$ cat src/rtl/nibble_serial_subtractor.sv
// Serial subtractor diff = a - b - borrow_in, one 4-bit nibble per cycle LSB first, dual-rail borrow.
// Latency NIB cycles from accept to out_valid; result held in DONE until out_ready, no input accepted meanwhile.
// Optional signed-overflow output enabled by defining SUB_SIGNED_OVF_EN.
module nibble_serial_subtractor #(
    parameter int WIDTH = 16,
    parameter int NIB   = WIDTH / 4
) (
    input  logic             clk,
    input  logic             rst_n,
    input  logic             in_valid,
    output logic             in_ready,
    input  logic [WIDTH-1:0] a,
    input  logic [WIDTH-1:0] b,
    input  logic             borrow_in,
    output logic             out_valid,
    input  logic             out_ready,
    output logic [WIDTH-1:0] diff,
`ifdef SUB_SIGNED_OVF_EN
    output logic             ovf,
`endif
    output logic             borrow_out
);

    localparam int IDX_W = (NIB > 1) ? $clog2(NIB) : 1;

    typedef enum logic [1:0] {
        IDLE = 2'd0,
        RUN  = 2'd1,
        DONE = 2'd2
    } state_t;

    state_t             state_q, state_d;
    logic [WIDTH-1:0]   a_q, a_d;
    logic [WIDTH-1:0]   b_q, b_d;
    logic [WIDTH-1:0]   diff_q, diff_d;
    logic [IDX_W-1:0]   idx_q, idx_d;
    logic               bt_q, bt_d;
    logic               bf_q, bf_d;
    logic               in_ready_q, in_ready_d;
    logic               out_valid_q, out_valid_d;
    logic [4:0]         sum;
    logic               last;
`ifdef SUB_SIGNED_OVF_EN
    logic               ovf_q, ovf_d;
`endif

    always_comb begin
        state_d = state_q;
        a_d     = a_q;
        b_d     = b_q;
        diff_d  = diff_q;
        idx_d   = idx_q;
        bt_d    = bt_q;
        bf_d    = bf_q;
`ifdef SUB_SIGNED_OVF_EN
        ovf_d   = ovf_q;
`endif
        // Operands shift right each RUN cycle so the active nibble is always [3:0];
        // the bf rail is the "no borrow" rail, i.e. the adder carry-in.
        sum  = {1'b0, a_q[3:0]} + {1'b0, ~b_q[3:0]} + {4'b0000, bf_q};
        last = (idx_q == IDX_W'(NIB - 1));

        case (state_q)
            IDLE: begin
                if (in_valid) begin
                    state_d = RUN;
                    a_d     = a;
                    b_d     = b;
                    idx_d   = '0;
                    bt_d    = borrow_in;
                    bf_d    = ~borrow_in;
                end
            end
            RUN: begin
                a_d    = a_q >> 4;
                b_d    = b_q >> 4;
                diff_d = WIDTH'({sum[3:0], diff_q} >> 4);
                bt_d   = ~sum[4];
                bf_d   = sum[4];
                idx_d  = idx_q + IDX_W'(1);
                if (last) begin
                    state_d = DONE;
`ifdef SUB_SIGNED_OVF_EN
                    ovf_d   = (a_q[3] ^ b_q[3]) & (a_q[3] ^ sum[3]);
`endif
                end
            end
            DONE: begin
                if (out_ready) state_d = IDLE;
            end
            default: state_d = IDLE;
        endcase

        in_ready_d  = (state_d == IDLE);
        out_valid_d = (state_d == DONE);
    end

    always_ff @(posedge clk or negedge rst_n) begin
        if (!rst_n) begin
            state_q     <= IDLE;
            a_q         <= '0;
            b_q         <= '0;
            diff_q      <= '0;
            idx_q       <= '0;
            bt_q        <= 1'b0;
            bf_q        <= 1'b1;
            in_ready_q  <= 1'b1;
            out_valid_q <= 1'b0;
`ifdef SUB_SIGNED_OVF_EN
            ovf_q       <= 1'b0;
`endif
        end else begin
            state_q     <= state_d;
            a_q         <= a_d;
            b_q         <= b_d;
            diff_q      <= diff_d;
            idx_q       <= idx_d;
            bt_q        <= bt_d;
            bf_q        <= bf_d;
            in_ready_q  <= in_ready_d;
            out_valid_q <= out_valid_d;
`ifdef SUB_SIGNED_OVF_EN
            ovf_q       <= ovf_d;
`endif
        end
    end

    assign in_ready   = in_ready_q;
    assign out_valid  = out_valid_q;
    assign diff       = diff_q;
    assign borrow_out = bt_q;
`ifdef SUB_SIGNED_OVF_EN
    assign ovf        = ovf_q;
`endif

endmodule

$ cat config.mk
export PLATFORM = sky130hd
export DESIGN_NAME = nibble_serial_subtractor
export DESIGN_NICKNAME = d
export VERILOG_FILES = /design/src/rtl/nibble_serial_subtractor.sv
export SDC_FILE = /design/constraint.sdc
export NUM_CORES = 1
export LEC_CHECK = 0
export CAP_MARGIN = 40
export CELL_PAD_IN_SITES_DETAIL_PLACEMENT = 0
export CELL_PAD_IN_SITES_GLOBAL_PLACEMENT = 1
export CORE_MARGIN = 5
export CORE_UTILIZATION = 30
export CTS_CLUSTER_SIZE = 28
export DETAILED_ROUTE_END_ITERATION = 10
export PLACE_DENSITY = 0.66
export SYNTH_ARGS = -nofsm -noshare
export SYNTH_HDL_FRONTEND = slang
export SYNTH_SLANG_ARGS = --single-unit
$ cat constraint.sdc
create_clock -name clk -period 1.7 [get_ports clk]
set_input_delay 0.34 -clock clk [delete_from_list [all_inputs] [get_ports clk]]
set_output_delay 0.34 -clock clk [all_outputs]
set_load 0.01 [all_outputs]
==> flow_metrics.py <==
metrics = {
    "run_status": {
        "run_status": "completed",
    },
    "route": {
        "highest_layer": "met4",
        "wl_per_cell_um": 13.0,
        "drt-initial-drc-count": 60,
        "drc": 0,
        "vias": 2026,
        "routed-wl-met3_um": 250,
        "ant_nets": 0,
        "wl_met1_um": 2810,
        "totalWireLength_um": 5840,
        "dr.pass1.iters": 4,
        "met2WireLength_um": 2710,
        "viasPerCell": 4.52,
    },
    "cells_and_area": {
        "nFillCells": 855,
        "multi_input_area_um2": 1050,
        "final_area_um2": 3420,
        "final_util_pct": 41.4,
        "seqCellArea_um2": 1400,
        "antenna_cells": 0,
        "drive_gt1_share_pct": 9.33,
        "area_growth_pct": 34.3,
        "final_nets": 385,
    },
    "global_routing": {
        "grt_overflow_total": 0,
        "grt_pass1_wl_um": 10100,
        "grtUsageTotal_pct": 12.3,
        "grt_pass1_vias": 2085,
        "antenna_found_initial": 0,
        "grt_max_degree": 40,
    },
    "timing": {
        "setup_slack_ps": 1.14,
        "post-route-period-util_pct": 99.9,
        "whs_ps": 484,
        "slew_headroom_pct": 72.3,
        "setup_tns_ps": 0,
        "slew_violations": 0,
        "setup-violations-final": 0,
        "tightest_slew_ps": 415,
        "max_freq_mhz": 589,
        "fin_worst_skew_ps": 11.6,
        "fin_crit_ps": 1700,
        "rsz0062_at_grt": "yes",
        "hold_viol_final": 0,
    },
    "synth": {
        "synth_seq_cells": 56,
        "synth_edf_count": 0,
        "synth_most_common_cell": "nand2_1",
        "ys_types": 31,
        "synthCells": 285,
        "avgSynthCellArea_um2": 8.93,
        "syn-num-nets": 328,
        "synthArstFlopShare_pct": 100,
        "synth_top_cell_by_area": "dfrtp_1",
        "ys_top_cells_by_count": "100 x nand2_1, 54 x dfrtp_1, 26 x nor2_1",
        "yosysWarnings": 0,
        "synth_top_area_share_pct": 53.1,
        "seq_area_frac_synth_pct": 55.2,
        "synth.area.top_cells": "dfrtp_1 53%, nand2_1 15%, a31oi_1 5.9%",
        "synth_area_um2": 2540,
        "ys.flop_type": "dfrtp_1",
    },
    "die": {
        "pin_count": 56,
        "die_h_um": 102,
        "die_w_um": 102,
        "core-area_um2": 8260,
        "rows": 33,
        "dieArea_um2": 10400,
        "initial_core_util_pct": 30.8,
    },
    "setup_path": {
        "r2r_start": "bf_q$_DFFE_PN1P_",
        "worstPathRequired_ps": 1950,
        "critPathKind": "flop to flop",
        "end_kind": "flop",
        "path_max_fanout": 2,
        "cp_data_arrival_time_ps": 1950,
        "crit_path_start_kind": "flop",
        "timing.critical_path.from": "bf_q$_DFFE_PN1P_",
    },
    "clock_tree": {
        "clkLatencyLatePin_ps": 310,
        "post-cts-setup-buffers": 0,
        "clk_pin_slew_ps": 100,
        "cts_max_level": 2,
        "clockBufferDepth": 2,
        "cts_tree": "done",
        "cts_root_buf": "clkbuf_8",
        "clock-sinks": 56,
        "cts_buffers": 5,
    },
    "placed_design": {
        "port_buffers": 55,
        "pre_cts_slack_ps": -23.3,
        "gp_congestion": 0.732,
        "hpwl_um": 4280,
        "dpl-instance-area_um2": 3300,
    },
    "pwr": {
        "powerDensity_nw_per_um2": 1930,
        "p_leak_nw": 1.55,
        "vdd_ir_drop_max_mv": 0.669,
    },
    "job": {
        "drv_cap": 0,
    },
    "hold_path": {
        "worstHoldStart": "diff[1]$_DFFE_PN0P_",
        "hold_class": "flop to flop",
    },
}
state kept, by name, indices dropped and copies added, names as in the netlist:
signal      flops
a_q            16
state_q         2
borrow_out      1
b_q            16
out_valid       1
diff           16
in_ready        1
idx_q           2
bf_q            1
placed cells by master (no fill, tap or decap), types with 5 or more instances in the layout:
cell type        synthesis  final
a21oi_1                 10     10
a31oi_1                 24     24
buf_4                    0     10
clkbuf_8                 0      5
clkdlybuf4s50_1          0     53
dfrtp_1                 54     54
nand2_1                100    100
nor2_1                  26     26
nor2b_1                 10      9
o21ai_0                 10     10
per-stage QoR:
step                power (mW)  cells
global placement          5.77    439
floorplan                 4.54    285
CTS                       6.71    448
finish                    6.59    448
global route              7.23    448
detailed placement        5.84    439
logic make-up after synthesis:
| group | after synthesis | share of synthesized area, % |
|---|---|---|
| flip-flops | 56 | 55.2 |
| AO/OA/AOI/OAI | 53 | 12.7 |
| adder cells (fa/ha/maj) | 6 | 3.54 |
| buffers and inverters | 24 | 4.48 |
| XOR/XNOR | 1 | 0.344 |
| AND/OR/NAND/NOR | 145 | 23.7 |
layer usage:
metal	up-vias	GRT usage (%)
li1	1056	-
met1	918	16.9
met5	-	0
met3	6	2.66
met2	46	19.2
met4	0	4.04
report_power, final:
group / total [mW] / switching (mW) / internal, mW
combinational: 3.34 / 1.75 / 1.59
sequential: 2.38 / 0.383 / 1.99
clock: 0.870 / 0.434 / 0.437
worst max-delay path, stage by stage, from the launching register on:
cell and delay, ps:
dfstp_2 400, fa_2 390, fa_2 340, a21o_1 190, a211oi_2 200, a211o_1 120
worst paths after layout:
path                                               end  slack (ps)  cells past startpoint
worst max-delay path            borrow_out$_DFFE_PN0P_           1                      5
worst min-delay path               diff[1]$_DFFE_PN0P_         480                      2
worst max register to register  borrow_out$_DFFE_PN0P_           1                      5
worst min register to register     diff[1]$_DFFE_PN0P_         480                      2
max in group asynchronous           in_ready$_DFF_PN1_         670                      3
min in group asynchronous         state_q[0]$_DFF_PN0_         490                      2
timing repair:
action | in CTS | in global routing
endpoints found under the hold margin | 13 | 0
pin swaps | 4 | 1
hold buffers | 1 | 0
endpoints found under the setup margin | 3 | 2
resized for setup | 1 | 1
area by class of cell:
| class | count | share of cell area [%] |
|---|---|---|
| Multi-Input combinational cell | 205 | 30.6 |
| Inverter | 4 | 0.439 |
| Tap cell | 105 | 3.84 |
| Sequential cell | 56 | 41.1 |
| Timing Repair Buffer | 70 | 20.8 |
| Clock buffer | 5 | 2.01 |
| Clock inverter | 3 | 1.24 |
(Power assumes the default switching activity.)
